File: src/rtl/vga_timing_gen_if.sv
// Raster timing bundle produced by vga_timing_gen and consumed by the colour stage.
interface vga_timing_gen_if;
    logic       pix_en;
    logic [9:0] hCount;
    logic [9:0] vCount;
    logic       hSync;
    logic       vSync;
    logic       bright;
    logic       line_tick;
    logic       frame_tick;

    modport master (
        output pix_en, hCount, vCount, hSync, vSync, bright, line_tick, frame_tick
    );

    modport slave (
        input  pix_en, hCount, vCount, hSync, vSync, bright, line_tick, frame_tick
    );
endinterface

File: src/rtl/vga_timing_gen.sv
// 640x480@60 raster timing: pixel-rate divider, h/v counters, and sync/visible/tick
// decodes registered together with the counters so they never lag a pixel.
module vga_timing_gen #(
    parameter int CLK_DIV      = 4,
    parameter int H_TOTAL      = 800,
    parameter int H_SYNC       = 96,
    parameter int H_DISP_START = 144,
    parameter int H_DISP_END   = 784,
    parameter int V_TOTAL      = 525,
    parameter int V_SYNC       = 2,
    parameter int V_DISP_START = 35,
    parameter int V_DISP_END   = 515
) (
    input  logic              clk,
    input  logic              rst,
    vga_timing_gen_if.master  vga_o
);

    localparam int               DIV_W    = (CLK_DIV > 1) ? $clog2(CLK_DIV) : 1;
    localparam logic [DIV_W-1:0] DIV_LAST = DIV_W'(CLK_DIV - 1);
    localparam logic [9:0]       H_LAST   = 10'(H_TOTAL - 1);
    localparam logic [9:0]       V_LAST   = 10'(V_TOTAL - 1);
    localparam logic [9:0]       H_SYNC_C = 10'(H_SYNC);
    localparam logic [9:0]       V_SYNC_C = 10'(V_SYNC);
    localparam logic [9:0]       H_DS     = 10'(H_DISP_START);
    localparam logic [9:0]       H_DE     = 10'(H_DISP_END);
    localparam logic [9:0]       V_DS     = 10'(V_DISP_START);
    localparam logic [9:0]       V_DE     = 10'(V_DISP_END);

    logic [DIV_W-1:0] div_q, div_d;
    logic [9:0]       h_q, h_d;
    logic [9:0]       v_q, v_d;
    logic             pix_en_q, pix_en_d;
    logic             hsync_q, hsync_d;
    logic             vsync_q, vsync_d;
    logic             bright_q, bright_d;
    logic             line_tick_q, line_tick_d;
    logic             frame_tick_q, frame_tick_d;
    logic             div_wrap_s;

    // Next-state: counters advance only on divider wrap; decodes use the next counts.
    always_comb begin
        div_wrap_s   = (div_q == DIV_LAST);
        div_d        = div_q;
        h_d          = h_q;
        v_d          = v_q;
        pix_en_d     = 1'b0;
        line_tick_d  = 1'b0;
        frame_tick_d = 1'b0;
        if (div_wrap_s) begin
            div_d    = {DIV_W{1'b0}};
            pix_en_d = 1'b1;
            if (h_q == H_LAST) begin
                h_d         = 10'd0;
                line_tick_d = 1'b1;
                if (v_q == V_LAST) begin
                    v_d          = 10'd0;
                    frame_tick_d = 1'b1;
                end else begin
                    v_d = v_q + 10'd1;
                end
            end else begin
                h_d = h_q + 10'd1;
            end
        end else begin
            div_d = div_q + DIV_W'(1);
        end
        // Decoding from the next counts keeps syncs/bright aligned with hCount/vCount.
        hsync_d  = (h_d >= H_SYNC_C);
        vsync_d  = (v_d >= V_SYNC_C);
        bright_d = (h_d >= H_DS) && (h_d < H_DE) && (v_d >= V_DS) && (v_d < V_DE);
    end

    // State and output registers with asynchronous active-low clear.
    always_ff @(posedge clk or negedge rst) begin
        if (!rst) begin
            div_q        <= {DIV_W{1'b0}};
            h_q          <= 10'd0;
            v_q          <= 10'd0;
            pix_en_q     <= 1'b0;
            hsync_q      <= 1'b0;
            vsync_q      <= 1'b0;
            bright_q     <= 1'b0;
            line_tick_q  <= 1'b0;
            frame_tick_q <= 1'b0;
        end else begin
            div_q        <= div_d;
            h_q          <= h_d;
            v_q          <= v_d;
            pix_en_q     <= pix_en_d;
            hsync_q      <= hsync_d;
            vsync_q      <= vsync_d;
            bright_q     <= bright_d;
            line_tick_q  <= line_tick_d;
            frame_tick_q <= frame_tick_d;
        end
    end

    assign vga_o.pix_en     = pix_en_q;
    assign vga_o.hCount     = h_q;
    assign vga_o.vCount     = v_q;
    assign vga_o.hSync      = hsync_q;
    assign vga_o.vSync      = vsync_q;
    assign vga_o.bright     = bright_q;
    assign vga_o.line_tick  = line_tick_q;
    assign vga_o.frame_tick = frame_tick_q;

endmodule

File: src/flat_wrapper.sv
// flat-port wrapper written by rule: the top's interface ports become plain ports
module vga_timing_gen_flat 
#(
    parameter int CLK_DIV      = 4,
    parameter int H_TOTAL      = 800,
    parameter int H_SYNC       = 96,
    parameter int H_DISP_START = 144,
    parameter int H_DISP_END   = 784,
    parameter int V_TOTAL      = 525,
    parameter int V_SYNC       = 2,
    parameter int V_DISP_START = 35,
    parameter int V_DISP_END   = 515
)
  (clk, rst, vga_o_pix_en, vga_o_hCount, vga_o_vCount, vga_o_hSync, vga_o_vSync, vga_o_bright, vga_o_line_tick, vga_o_frame_tick);
  vga_timing_gen_if vga_o_i ();
  input  logic clk;
  input  logic rst;
  output wire logic [$bits(vga_o_i.pix_en)-1:0] vga_o_pix_en;
  output wire logic [$bits(vga_o_i.hCount)-1:0] vga_o_hCount;
  output wire logic [$bits(vga_o_i.vCount)-1:0] vga_o_vCount;
  output wire logic [$bits(vga_o_i.hSync)-1:0] vga_o_hSync;
  output wire logic [$bits(vga_o_i.vSync)-1:0] vga_o_vSync;
  output wire logic [$bits(vga_o_i.bright)-1:0] vga_o_bright;
  output wire logic [$bits(vga_o_i.line_tick)-1:0] vga_o_line_tick;
  output wire logic [$bits(vga_o_i.frame_tick)-1:0] vga_o_frame_tick;
  assign vga_o_pix_en = vga_o_i.pix_en;
  assign vga_o_hCount = vga_o_i.hCount;
  assign vga_o_vCount = vga_o_i.vCount;
  assign vga_o_hSync = vga_o_i.hSync;
  assign vga_o_vSync = vga_o_i.vSync;
  assign vga_o_bright = vga_o_i.bright;
  assign vga_o_line_tick = vga_o_i.line_tick;
  assign vga_o_frame_tick = vga_o_i.frame_tick;
  vga_timing_gen #(.CLK_DIV(CLK_DIV), .H_TOTAL(H_TOTAL), .H_SYNC(H_SYNC), .H_DISP_START(H_DISP_START), .H_DISP_END(H_DISP_END), .V_TOTAL(V_TOTAL), .V_SYNC(V_SYNC), .V_DISP_START(V_DISP_START), .V_DISP_END(V_DISP_END)) u_core (.clk(clk), .rst(rst), .vga_o(vga_o_i));
endmodule
File: config.mk
export PLATFORM = sky130hd
export DESIGN_NAME = vga_timing_gen_flat
export DESIGN_NICKNAME = d
export VERILOG_FILES = /design/src/rtl/vga_timing_gen_if.sv /design/src/rtl/vga_timing_gen.sv /design/src/flat_wrapper.sv
export SDC_FILE = /design/constraint.sdc
export NUM_CORES = 1
export LEC_CHECK = 0
export ABC_AREA = 1
export BUFFER_PORTS_ARGS = -buffer_cell sky130_fd_sc_hd__buf_4
export CAP_MARGIN = 25
export CORE_ASPECT_RATIO = 1.25
export CORE_MARGIN = 1.5
export CORE_UTILIZATION = 50
export CTS_BUF_LIST = sky130_fd_sc_hd__clkbuf_4 sky130_fd_sc_hd__clkbuf_8
export DETAILED_ROUTE_END_ITERATION = 16
export PLACE_DENSITY_LB_ADDON = 0.05
export SLEW_MARGIN = 5
export SYNTH_ARGS = -nofsm -noshare
export SYNTH_HDL_FRONTEND = slang
export SYNTH_SLANG_ARGS = --single-unit
File: constraint.sdc
create_clock -name clk -period 1.6 [get_ports clk]
set_input_delay 0.08 -clock clk [delete_from_list [all_inputs] [get_ports clk]]
set_output_delay 0.08 -clock clk [all_outputs]
set_load 0.005 [all_outputs]
# ---- After elaboration in Yosys (flattened, before gate mapping)
# Index checks and enable logic that the tools add are counted.
# Widths: inputs -> output; s select.
dict set report classes {
  add_sub_neg 3
  n_lt_le_gt_ge 6
  eq_ne 3
  n_mux 12
  n_reduce_logical 3
}
# operator n
set op_table {}
lappend op_table {{$mux 10} 5}
lappend op_table {{$add 10x1->10 const B} 2}
lappend op_table {{$eq 10x10->1 const B} 2}
lappend op_table {{$lt 10x10->1 const B} 2}
lappend op_table {{$ge 10x2->1 const B} 1}
lappend op_table {{$ge 10x6->1 const B} 1}
lappend op_table {{$ge 10x7->1 const B} 1}
lappend op_table {{$ge 10x8->1 const B} 1}
lappend op_table {{$mux 1} 6}
lappend op_table {{$logic_and 1x1->1} 3}
lappend op_table {{$add 2x1->2 const B} 1}
lappend op_table {{$eq 2x2->1 const B} 1}
lappend op_table {{$mux 2} 1}
dict set report word_totals {
  reg_bits 28
  in_bits 2
  output_inout_bits 26
  word_cells 36
}

# ---- Logic depth before layout (Yosys ltp)
# Gate-level depths: netlist of the first run.
dict set report logic_depth {
  depth_word 7
  ltp_mapped 16
  depth_no_buf 16
}

# ---- Worst setup path before layout of the first run
# Ideal clock, no wire load.
dict set report synth_path {
  kind {register -> register}
  startpoint {register u_core.h_q[0], in the netlist u_core.vga_o.hCount[0]}
  endpoint {register u_core.bright_q, in the netlist u_core.vga_o.bright}
  t_arrival_ns 1.628
  required_ns 1.480
  slack_ns -0.148
  stages_incl_launch_ff 11
  path_buffers 1
  synth_period_minus_slack_ns 1.748
  path_cell_list {dfrtp_1 -> ha_1 -> nand2_1 -> nor2_4 -> nand4_2 -> buf_6 -> or2_0 -> nand3_1 -> nand2_1 -> a21oi_1 -> nor2_2}
}
dict set report synth_via {
  elab_chain_cells 7
  elab_cells_between_ends 13
  classes_between {add/sub (1); order compare (4); eq/ne (1); mux (4); reduce/logical (3)}
}
# item line
set synth_lines {}
lappend synth_lines {{start, declared} vga_timing_gen.sv:31} ;# logic [9:0] h_q, h_d;
lappend synth_lines {{start signal, assigned} vga_timing_gen.sv:78} ;# h_q <= 10'd0;
lappend synth_lines {{start signal, assigned} vga_timing_gen.sv:88} ;# h_q <= h_d;
lappend synth_lines {{$add 10x1->10 / $eq 10x10->1 (equally long branches)} {vga_timing_gen.sv:63, vga_timing_gen.sv:53}}
lappend synth_lines {{$mux 10} vga_timing_gen.sv:53} ;# if (h_q == H_LAST) begin
lappend synth_lines {{$mux 10} vga_timing_gen.sv:50} ;# if (div_wrap_s) begin
lappend synth_lines {{$ge 10x8->1 / $lt 10x10->1 (equally long branches)} vga_timing_gen.sv:71} ;# bright_d = (h_d >= H_DS) && (h_d < H_DE) && (v_d >= V_DS) && (v_d < V_DE);
lappend synth_lines {{$logic_and 1x1->1 (2 in a row)} vga_timing_gen.sv:71}
lappend synth_lines {{$logic_and 1x1->1 (*)} vga_timing_gen.sv:71}
lappend synth_lines {{named net u_core.bright_d} vga_timing_gen.sv:36} ;# logic bright_q, bright_d;
lappend synth_lines {{end signal, assigned} vga_timing_gen.sv:93} ;# bright_q <= bright_d;
lappend synth_lines {{end, declared} vga_timing_gen.sv:36}
# The timed path passes the listed nets; every way through them passes the cells marked *.

# ---- Worst setup path after layout of the first run
dict set report layout_path {
  startpoint {register u_core.v_q[0], in the netlist u_core.vga_o.vCount[0]}
  endpoint {register u_core.vsync_q, in the netlist u_core.vga_o.vSync}
}
dict set report layout_via {
  elab_chain_cells 5
  elab_cells_between_ends 6
  classes_between {add/sub (1); order compare (1); eq/ne (1); mux (3)}
}
# item line
set layout_lines {}
lappend layout_lines {{start, declared} vga_timing_gen.sv:32} ;# logic [9:0] v_q, v_d;
lappend layout_lines {{start signal, assigned} vga_timing_gen.sv:89} ;# v_q <= v_d;
lappend layout_lines {{$add 10x1->10 / $eq 10x10->1 (equally long branches)} {vga_timing_gen.sv:60, vga_timing_gen.sv:56}}
lappend layout_lines {{$mux 10} vga_timing_gen.sv:56} ;# if (v_q == V_LAST) begin
lappend layout_lines {{$mux 10} vga_timing_gen.sv:53}
lappend layout_lines {{$mux 10 (*)} vga_timing_gen.sv:50}
lappend layout_lines {{$ge 10x2->1 (*)} vga_timing_gen.sv:70} ;# vsync_d = (v_d >= V_SYNC_C);
lappend layout_lines {{named net u_core.vsync_d} vga_timing_gen.sv:35} ;# logic vsync_q, vsync_d;
lappend layout_lines {{end signal, assigned} vga_timing_gen.sv:92} ;# vsync_q <= vsync_d;
lappend layout_lines {{end, declared} vga_timing_gen.sv:35}
# Marked as above.

==> flow_summary.yaml, run 1 <==
sta:
  period_minus_slack_ns: 1.874
  fin_skew_ns: 0.002715
  fin_crit_sh_pct: 117.1
  clock.fmax_ghz: 0.5335
  hold_violations: 0
  setup_ws_ns: -0.2744
  final_max_slew_viol_count: 0
  rsz0062_at_grt: "yes"
  finalSetupViolCount: 6
  maxSlewHeadroom_pct: 74.53
  fin_tns_setup_ns: -0.9378
  worstMarginPinSlew_ns: 0.3821
clocking:
  clkLatencyLatePin_ns: 0.27
  clk_pin_slew_worst_paths_ns: 0.09
  htreeDepth: 1
  cts.sink_count: 28
  cts_tree: "yes"
  cts-root-buf: "clkbuf_8"
  clk_path_buf_depth: 2
  cts_made_buffers: 3
setup_path:
  cp-start-kind: "flop"
  crit_top_cell: "nand2_1"
  cp.required_ns: 1.76
  path_cells: "inv_2 -> ha_4 -> nand2_4 -> nor2_4 -> nand4_1 -> buf_4 -> or2_0 -> nand3_1 -> nand2_1 -> nor2_1 -> nand2_1"
  regToRegStartpoint: "u_core.vga_o.vCount[0]$_DFF_PN0_"
  r2r_cells: 11
  cp-end-kind: "flop"
  critical_path.top_delay_family: "simple AND/OR/NAND/NOR gates"
  critical_path_buf_inv_count: 2
  cp_slowest_cell: "dfrtp_1"
  critPathMaxStageDelay_ns: 0.40
  cp_max_fo: 5
  r2r_slack_ns: -0.27
  r2r_end: "u_core.vga_o.vSync$_DFF_PN0_"
  worstPathArrival_ns: 2.03
  critPathKind: "reg -> reg"
global_routing:
  grt_usage_pct: 24.72
  grt_pass1_wl_mm: 6.555
  antenna_found_initial: 0
  first_global_vias: 1585
  grt_max_degree: 29
  grt_overflow: 0
placed_design:
  place_congestion: 0.8531
  io_buffers: 27
  post-dp-hpwl_mm: 3.111
finish:
  syn_to_final_growth_pct: 55.85
  antenna_cells: 0
  layout-drive-gt1-share_pct: 45.25
  nNetsFinal: 324
floorplanning:
  coreArea_sq_mm: 0.003194
  die_h_microns: 67.38
  initial_utilization_pct: 51.90
  rows: 23
  die-area_sq_mm: 0.003672
  num_io_pins: 28
  die_w_microns: 54.50
synthesis:
  syn_nets: 232
  synth.distinct_cells: 25
  syn_avg_cell_area_sq_um: 7.336
  yosysSeqAreaShare_pct: 42.26
  ys_ff_latch: 28
  yosysWarningCount: 0
  synth_cells: 226
  syn-cell-area_sq_mm: 0.001658
power:
  leakagePower_uw: 0.001447
  power_uw: 1106
  ir_worst_vdd_v: 0.0004114
  power_density_mw_per_mm2: 428.0
routing:
  drtIter0Drc: 28
  via_count: 1778
  routed_wl_mm: 4.631
  wl_per_cell_microns: 13.12
  via_per_inst: 5.037
  firstDrtPassIters: 4
  drtAntennaViolNets: 0
  drc: 0
status:
  violations: "setup timing"
  status: "finished with violations"
job:
  max_cap_violations: 0
worst_hold_path:
  min_path_type: "in -> async"
-- worst max path at each step --
stage / endpoint / slack, ns / startpoint / depth (start not counted)
2_1_floorplan: u_core.vga_o.bright$_DFF_PN0_ / -0.09 / u_core.vga_o.hCount[0]$_DFF_PN0_ / 10
3_3_place_gp: u_core.vga_o.bright$_DFF_PN0_ / -0.23 / u_core.vga_o.hCount[0]$_DFF_PN0_ / 14
3_5_place_dp: u_core.vga_o.bright$_DFF_PN0_ / -0.27 / u_core.vga_o.hCount[1]$_DFF_PN0_ / 14
4_1_cts: u_core.vga_o.vSync$_DFF_PN0_ / -0.19 / u_core.vga_o.hCount[0]$_DFF_PN0_ / 12
5_1_grt: u_core.vga_o.bright$_DFF_PN0_ / -0.43 / u_core.vga_o.vCount[0]$_DFF_PN0_ / 16
6_report: u_core.vga_o.vSync$_DFF_PN0_ / -0.27 / u_core.vga_o.vCount[0]$_DFF_PN0_ / 11
-- logic make-up (layout without fill, tap and decap cells) --
family                     Yosys count  after routing  synth area share [%]
DFF                                 28             28                 42.26
AOI/OAI and AO/OA                   11             11                 4.226
xor gates and xnor gates             2              2                 1.057
adders and majority gates            4              4                 3.019
and+or+nand+nor                    137            137                 38.79
buffers and inverters               44            134                 10.64
-- where the power goes --
| part | internal, uW | switching, uW |
|---|---|---|
| clock network | 169 | 212 |
| logic | 3.24 | 14.5 |
| registers | 707 | 0 |
-- per-layer routing --
metal	GRT usage (%)	wire length, microns	part of all wire (%)
met5	0	0	0
met2	46.99	2697	58
met3	3.540	128	2.8
met4	9.688	100	2.2
met1	26.22	1704	37
-- layout make-up --
class | count | area (sq um)
timing repair buffer | 90 | 713.2
tap | 37 | 46.29
inverter | 41 | 153.9
clock buffer | 3 | 41.29
sequential | 28 | 701.9
fill | 223 | 610.6
multi-input combinational | 154 | 927.1
-- through the flow --
step                      std cells  util (%)  setup WS (ns)  hold WS (ns)  cell area (sq um)
after floorplan                 226         -       -0.09357       -0.2156               1672
after global placement          336     71.33        -0.2318       0.02032               2278
after detailed placement        336     71.33        -0.2690       0.02514               2278
after CTS                       345     76.58        -0.1909        0.2692               2446
after global routing            353     80.89        -0.4330        0.3037               2584
final                           353     80.89        -0.2744        0.2668               2584
-- sequential cells by signal (all words and copies together) (netlist names) --
register and count:
u_core.div_q 2, u_core.vga_o.bright 1, u_core.vga_o.frame_tick 1, u_core.vga_o.hCount 10, u_core.vga_o.hSync 1, u_core.vga_o.line_tick 1
u_core.vga_o.pix_en 1, u_core.vga_o.vCount 10, u_core.vga_o.vSync 1
-- repair_timing --
item,4_1_cts,5_1_grt
setup endpoints to repair,3,12
setup buffers,5,9
endpoints found under the hold margin,28,0
hold buffers,1,0
gates resized for setup,21,24
pin swaps,13,26
-- cells in the mapped netlist, drive strengths merged --
cell     n  share of area (%)
buf      2                1.1
xor2     2                1.1
a21oi    1               0.30
or2      1               0.38
ha       4                3.0
nand4    9                3.8
nor2    36                 11
dfrtp   28                 42
nand2   69                 16
clkbuf   1               0.23
a211o    1               0.53
nand3   21                7.1
o21ai    6                2.0
inv     41                9.3
nand3b   1               0.45
o21bai   3                1.4
-- cells in the final DEF (no fill, tap or decap), drive strengths merged --
master       netlist  routed
dlygate4sd3        0       1
o21ai              6       6
nand4              9       9
or2                1       1
o21bai             3       3
buf                2      89
nor2              36      36
inv               41      41
nand3b             1       1
nand3             21      21
clkbuf             1       3
xor2               2       2
ha                 4       4
a211o              1       1
dfrtp             28      28
nand2             69      69
a21oi              1       1
Note: power is estimated with default switching activity, not from simulation.
==> run 2, diff against run 1 <==
- RECOVER_POWER: unset -> 50
- SLEW_MARGIN: 5 -> unset
==> flow_summary.yaml, run 2 (synthesized netlist as in run 1, its figures left out) <==
status:
  status: "finished with violations"
  violations: "setup timing"
job:
  max_cap_violations: 0
sta:
  setup_ws_ns: -0.2744
  fin_crit_sh_pct: 117.1
  final_max_slew_viol_count: 0
  period_minus_slack_ns: 1.874
  hold_violations: 0
  worstMarginPinSlew_ns: 0.7475
  rsz0062_at_grt: "yes"
  finalSetupViolCount: 6
  clock.fmax_ghz: 0.5335
  fin_skew_ns: 0.002715
  maxSlewHeadroom_pct: 50.16
global_routing:
  grt_overflow: 0
  grt_pass1_wl_mm: 6.555
  grt_usage_pct: 24.72
  grt_max_degree: 29
  antenna_found_initial: 0
  first_global_vias: 1585
power:
  p_clk_share_pct: 34.5
  leakagePower_uw: 0.001447
  p_comb_share_pct: 1.5
  power_uw: 1105
  switchingPower_uw: 226.6
  ir_worst_vdd_v: 0.0004114
  seqPwrFrac_pct: 64.0
  power.internal_uw: 878.3
  power_density_mw_per_mm2: 428.1
  switching_share_pct: 20.51
routing:
  top_layer_used: "met4"
  wl_per_cell_microns: 13.12
  drtIter0Drc: 28
  route.met2.wl_mm: 2.697
  via_per_inst: 5.037
  via_count: 1778
  dr_wl_met3_microns: 128
  routed_wl_mm: 4.631
  wl_met1_mm: 1.704
  drc: 0
  drtAntennaViolNets: 0
  firstDrtPassIters: 4
finish:
  fin_cells: 353
  syn_to_final_growth_pct: 55.70
  fillers: 223
  final_cell_mix: "buf_4 (81), nand2_1 (57), inv_1 (30)"
  layout-drive-gt1-share_pct: 45.25
  multi_input_area_sq_um: 927.1
  final_common_cell: "buf_4"
  regArea_sq_um: 701.9
  nNetsFinal: 324
  final_core_util_pct: 80.81
  design_area_sq_mm: 0.002581
  antenna_cells: 0
clocking:
  clkLatencyLatePin_ns: 0.27
  htreeDepth: 1
  cts.sink_count: 28
  cts_made_buffers: 3
  cts_tree: "yes"
  cts-root-buf: "clkbuf_8"
  clk_pin_slew_worst_paths_ns: 0.09
  clk_path_buf_depth: 2
setup_path:
  regToRegStartpoint: "u_core.vga_o.vCount[0]$_DFF_PN0_"
  worstPathArrival_ns: 2.03
  r2r_end: "u_core.vga_o.vSync$_DFF_PN0_"
  r2r_cells: 11
  cp.required_ns: 1.76
  cp-start-kind: "flop"
  cp-end-kind: "flop"
  r2r_slack_ns: -0.27
  critPathKind: "reg -> reg"
  cp_max_fo: 5
floorplanning:
  die-area_sq_mm: 0.003672
  initial_utilization_pct: 51.90
  die_w_microns: 54.50
  rows: 23
  num_io_pins: 28
  coreArea_sq_mm: 0.003194
  die_h_microns: 67.38
placed_design:
  place_area_sq_mm: 0.002278
  place_ws_ns: -0.2690
  dp_cells: 336
  post-dp-hpwl_mm: 3.111
  io_buffers: 27
  place_congestion: 0.8531
worst_hold_path:
  min_path_type: "in -> async"
## run 2: cell types whose count changed in the layout (fill, tap and decap cells not counted)
| cell | previous run | this run |
|---|---|---|
| buf_4 | 82 | 81 |
| clkbuf_2 | 0 | 1 |
## run 2: cell type report
cell class	instances	share of cell area, %
Inverter	41	5.962
Clock buffer	3	1.600
Timing Repair Buffer	90	27.53
Tap cell	37	1.794
Sequential cell	28	27.19
Multi-Input combinational cell	154	35.92
## run 2: what timing repair did
action,CTS,global route
gates resized for setup,21,24
endpoints found under the hold margin,28,0
pin swaps,13,26
buffers inserted,5,9
endpoints found under the setup margin,3,12
hold buffers,1,0
## run 2: critical path: stages (launching register included)
cell	delay [ns]
dfrtp_1	0.40
inv_2	0.08
ha_4	0.14
nand2_4	0.05
nor2_4	0.09
nand4_1	0.23
buf_4	0.22
or2_0	0.18
nand3_1	0.08
nand2_1	0.09
nor2_1	0.12
nand2_1	0.08
## run 2: how the worst max path moves through the flow
stage,startpoint,end,slack (ns),depth (start not counted)
5_1_grt,u_core.vga_o.vCount[0]$_DFF_PN0_,u_core.vga_o.bright$_DFF_PN0_,-0.43,16
4_1_cts,u_core.vga_o.hCount[0]$_DFF_PN0_,u_core.vga_o.vSync$_DFF_PN0_,-0.19,12
3_5_place_dp,u_core.vga_o.hCount[1]$_DFF_PN0_,u_core.vga_o.bright$_DFF_PN0_,-0.27,14
3_3_place_gp,u_core.vga_o.hCount[0]$_DFF_PN0_,u_core.vga_o.bright$_DFF_PN0_,-0.23,14
2_1_floorplan,u_core.vga_o.hCount[0]$_DFF_PN0_,u_core.vga_o.bright$_DFF_PN0_,-0.09,10
6_report,u_core.vga_o.vCount[0]$_DFF_PN0_,u_core.vga_o.vSync$_DFF_PN0_,-0.27,11
## run 2: layer usage
metal	up-vias	GRT usage [%]
met5	-	0
met2	37	46.99
met4	0	9.688
li1	880	-
met1	853	26.22
met3	8	3.540
## run 2: per-stage QoR
step	hold slack, ns	setup TNS, ns
after floorplan	-0.2156	-0.1908
after global placement	0.02032	-0.5238
after detailed placement	0.02514	-0.5721
after CTS	0.2692	-0.5055
after global routing	0.4730	-1.920
final	0.4003	-0.9378
## run 2: power by group through the flow
stage	Combinational, uW	Sequential [uW]	Clock, uW
4_1_cts	18.6	707	400
3_3_place_gp	16.2	721	0
3_5_place_dp	16.6	721	0
6_report	16.9	707	381
2_1_floorplan	0.000594	721	0
5_1_grt	20.3	707	423
==> run 3, diff against run 2 <==
- ABC_AREA: 1 -> 0
- SETUP_SLACK_MARGIN: unset -> 0.4
==> flow_summary.yaml, run 3 <==
synthesis:
  ys_ff_latch: 28
  synthTopCellsByCount: "dfrtp_1 (28), nand2_1 (10), inv_1 (8), nand4_1 (8)"
  yosysWarningCount: 0
  synth.distinct_cells: 45
  ys_async_sr_fraction_pct: 100.0
  yosysMostFrequentCell: "dfrtp_1"
  ys.flop_type: "dfrtp_1"
  syn_avg_cell_area_sq_um: 10.44
  synth_area_leaders: "dfrtp_1 (46%), xnor2_1 (3.4%), ha_1 (3.3%)"
  synth_cells: 147
  syn-cell-area_sq_mm: 0.001534
  synth-edff-count: 0
  synth_top_area_share_pct: 45.68
  syn_nets: 153
  synth_top_area_cell: "dfrtp_1"
  yosysSeqAreaShare_pct: 45.68
floorplanning:
  die_w_microns: 52.54
  die_h_microns: 64.93
  initial_utilization_pct: 52.57
  num_io_pins: 28
  rows: 22
placed_design:
  post-dp-hpwl_mm: 3.430
  place_ws_ns: -0.5317
  io_buffers: 27
  place_congestion: 0.9583
clocking:
  clk_path_buf_depth: 2
  cts.sink_count: 28
  cts-root-buf: "clkbuf_4"
  cts_made_buffers: 3
  htreeDepth: 1
global_routing:
  grt_max_degree: 29
sta:
  endpoint_type: "register input"
  crit_endpoint: "u_core.vga_o.bright$_DFF_PN0_/D"
status:
  error: "[ERROR DPL-0038] Utilization greater than 100%, impossible to legalize"
  status: "stopped before the end"
  stop_stage: "global routing (5_1_grt)"
run 3: cell types whose count changed after synthesis, moves of 5 or more:
cell	change
nor2_1	-18
nand2_1	-56
nand3_1	-14
nor4_1	+7
nor3_1	+6
xnor2_1	+6
inv_1	-29
or3_1	+5
nor2_2	-7
run 3: cells by family after synthesis:
| family | after synthesis | share of synthesized area (%) |
|---|---|---|
| fa+ha+maj | 4 | 3.263 |
| xor+xnor | 10 | 5.709 |
| simple gates | 65 | 27.00 |
| mux | 2 | 1.468 |
| compound gates | 27 | 13.54 |
| flops | 28 | 45.68 |
| buf+inv | 11 | 3.344 |
run 3: stage by stage:
step / util (%) / instances / hold slack (ns) / instance area, sq um
after floorplan: - / 147 / -0.2156 / 1647
after global placement: 80.02 / 270 / 0.01066 / 2335
after detailed placement: 80.02 / 270 / 0.01648 / 2335
after CTS: 91.30 / 288 / 0.1937 / 2664
run 3: what timing repair did:
item,CTS
pin swaps,19
endpoints found under the hold margin,28
endpoints found under the setup margin,24
gates cloned,0
hold buffers,1
setup buffers,13
resized for setup,44
==> run 4, diff against run 3 <==
- CORE_ASPECT_RATIO: 1.25 -> unset
- CORE_UTILIZATION: 50 -> 35
- CTS_BUF_LIST: sky130_fd_sc_hd__clkbuf_4 sky130_fd_sc_hd__clkbuf_8 -> unset
- PLACE_DENSITY_LB_ADDON: 0.05 -> 0.15
- SETUP_SLACK_MARGIN: 0.4 -> unset
- clock period: 1.6 -> 2.1 ns (I/O delays scaled with it)
==> flow_summary.yaml, run 4 <==
status:
  status: "finished with violations"
  violations: "capacitance limit, slew limit, setup timing"
synthesis:
  synth_top_area_share_pct: 45.68
  yosysMostFrequentCell: "dfrtp_1"
  yosysWarningCount: 0
  syn-cell-area_sq_mm: 0.001534
  ys.flop_type: "dfrtp_1"
  syn_avg_cell_area_sq_um: 10.44
  synth_area_leaders: "dfrtp_1 (46%), xnor2_1 (3.4%), ha_1 (3.3%)"
  synth_top_area_cell: "dfrtp_1"
  yosysSeqAreaShare_pct: 45.68
  synth.distinct_cells: 45
  ys_async_sr_fraction_pct: 100.0
  synth_cells: 147
  synth-edff-count: 0
  ys_ff_latch: 28
  synthTopCellsByCount: "dfrtp_1 (28), nand2_1 (10), inv_1 (8), nand4_1 (8)"
  syn_nets: 153
global_routing:
  antenna_found_initial: 0
  grt_max_degree: 29
  first_global_vias: 1489
  grt_usage_pct: 17.98
  grt_overflow: 0
  grt_pass1_wl_mm: 7.113
setup_path:
  path_cells: "buf_4 -> and4bb_2 -> nand3_4 -> nor4_2 -> a211oi_2 -> buf_4 -> a21o_1 -> a211oi_2"
  cp_max_fo: 8
  critPathMaxStageDelay_ns: 0.40
  worstPathArrival_ns: 2.36
  critPathKind: "reg -> reg"
  cp-end-kind: "flop"
  cp-start-kind: "flop"
  cp_slowest_cell: "dfrtp_1"
  cp.required_ns: 2.30
  r2r_slack_ns: -0.06
routing:
  drtAntennaViolNets: 0
  via_per_inst: 5.237
  routed_wl_mm: 4.111
  drtIter0Drc: 69
  firstDrtPassIters: 4
  via_count: 1435
  wl_per_cell_microns: 15.00
  drc: 0
clocking:
  htreeDepth: 1
  clkLatencyLatePin_ns: 0.27
  cts_tree: "yes"
  cts-root-buf: "clkbuf_8"
  cts_made_buffers: 3
  cts.sink_count: 28
  clk_path_buf_depth: 2
  clk_pin_slew_worst_paths_ns: 0.10
sta:
  worstMarginPinSlew_ns: 1.529
  final_max_slew_viol_count: 29
  period_minus_slack_ns: 2.163
  fin_crit_sh_pct: 103.0
  maxSlewHeadroom_pct: -1.935
  hold_violations: 0
  fin_skew_ns: 0.002686
  finalSetupViolCount: 1
  worst_hold_slack_ns: 0.5026
  fin_tns_setup_ns: -0.06342
  rsz0062_at_grt: "yes"
  setup_ws_ns: -0.06342
  clock.fmax_ghz: 0.4622
finish:
  final_common_cell: "buf_4"
  antenna_cells: 0
  final_cell_mix: "buf_4 (65), dfrtp_1 (28), nand2_1 (10)"
  fin_cells: 274
  fillers: 378
  syn_to_final_growth_pct: 51.06
  nNetsFinal: 231
  final_core_util_pct: 56.31
  layout-drive-gt1-share_pct: 46.43
placed_design:
  io_buffers: 27
  place_ws_ns: -0.1949
  dp_cells: 265
  post-dp-hpwl_mm: 3.107
  place_congestion: 0.8560
power:
  power_density_mw_per_mm2: 420.1
  leakagePower_uw: 0.001094
  ir_worst_vdd_v: 0.0003137
floorplanning:
  die-area_sq_mm: 0.004789
  die_w_microns: 69.20
  rows: 23
  initial_utilization_pct: 37.28
  die_h_microns: 69.20
  coreArea_sq_mm: 0.004115
  num_io_pins: 28
worst_hold_path:
  min_path_type: "reg -> reg"
job:
  max_cap_violations: 1
## run 4: cell counts after synthesis
Identical to the previous run, type by type.
## run 4: layout make-up
class	instances	area [sq um]	area share, %
repair buffers	75	558.0	24.08
clock buffers	3	41.29	1.782
multi-input cells	108	885.9	38.23
well taps	50	62.56	2.700
clock inverters	1	30.03	1.296
flip-flops and latches	28	700.7	30.24
inverters	9	38.79	1.674
## run 4: logic make-up after synthesis
group / count (synthesis) / share of synthesized area (%)
mux: 2 / 1.468
buf+inv: 11 / 3.344
xor+xnor: 10 / 5.709
flops: 28 / 45.68
simple gates: 65 / 27.00
compound gates: 27 / 13.54
fa+ha+maj: 4 / 3.263
## run 4: worst max-delay path, delay by kind of cell, from the launching register on
kind,cells,cell delay (ns)
and+or+nand+nor,3,0.92
AOI/OAI and AO/OA,3,0.44
buffers and inverters,2,0.31
DFF,1,0.40
## run 4: timing repair
item                                    CTS  global route
resized for setup                        10             5
endpoints found under the hold margin    28             0
hold buffers                              1             0
endpoints found under the setup margin    3             3
setup buffers                             3             1
pin swaps                                 8             2
## run 4: worst paths after layout
check,startpoint,end,cells past startpoint
worst max register to register,u_core.vga_o.hCount[7]$_DFF_PN0_,u_core.vga_o.bright$_DFF_PN0_,8
worst max-delay path,u_core.vga_o.hCount[7]$_DFF_PN0_,u_core.vga_o.bright$_DFF_PN0_,8
min in group asynchronous,rst,u_core.vga_o.pix_en$_DFF_PN0_,2
worst min-delay path,u_core.div_q[0]$_DFF_PN0_,u_core.div_q[0]$_DFF_PN0_,1
max in group asynchronous,rst,u_core.vga_o.hCount[6]$_DFF_PN0_,2
worst min register to register,u_core.div_q[0]$_DFF_PN0_,u_core.div_q[0]$_DFF_PN0_,1
## run 4: routing by layer
layer  vias to the layer above  part of all wire (%)  GRT usage (%)
met5                         -                     0              0
met4                         0                  0.19          3.268
met3                         2                   3.1          1.744
met2                        24                    50          30.56
met1                       699                    47          25.19
li1                        710                     -              -
## run 4: power by group
group | total [uW] | internal, uW | switching (uW)
clock | 423 | 255 | 168
combinational | 12.1 | 1.59 | 10.5
sequential | 539 | 539 | 0
total | 974 | 795 | 178
## run 4: stage by stage
stage          instance area, sq um  power, uW
3_5_place_dp                   2131      561.7
5_1_grt                        2317       1019
2_1_floorplan                  1555      549.5
3_3_place_gp                   2131      561.6
6_report                       2317      973.6
4_1_cts                        2293      989.7
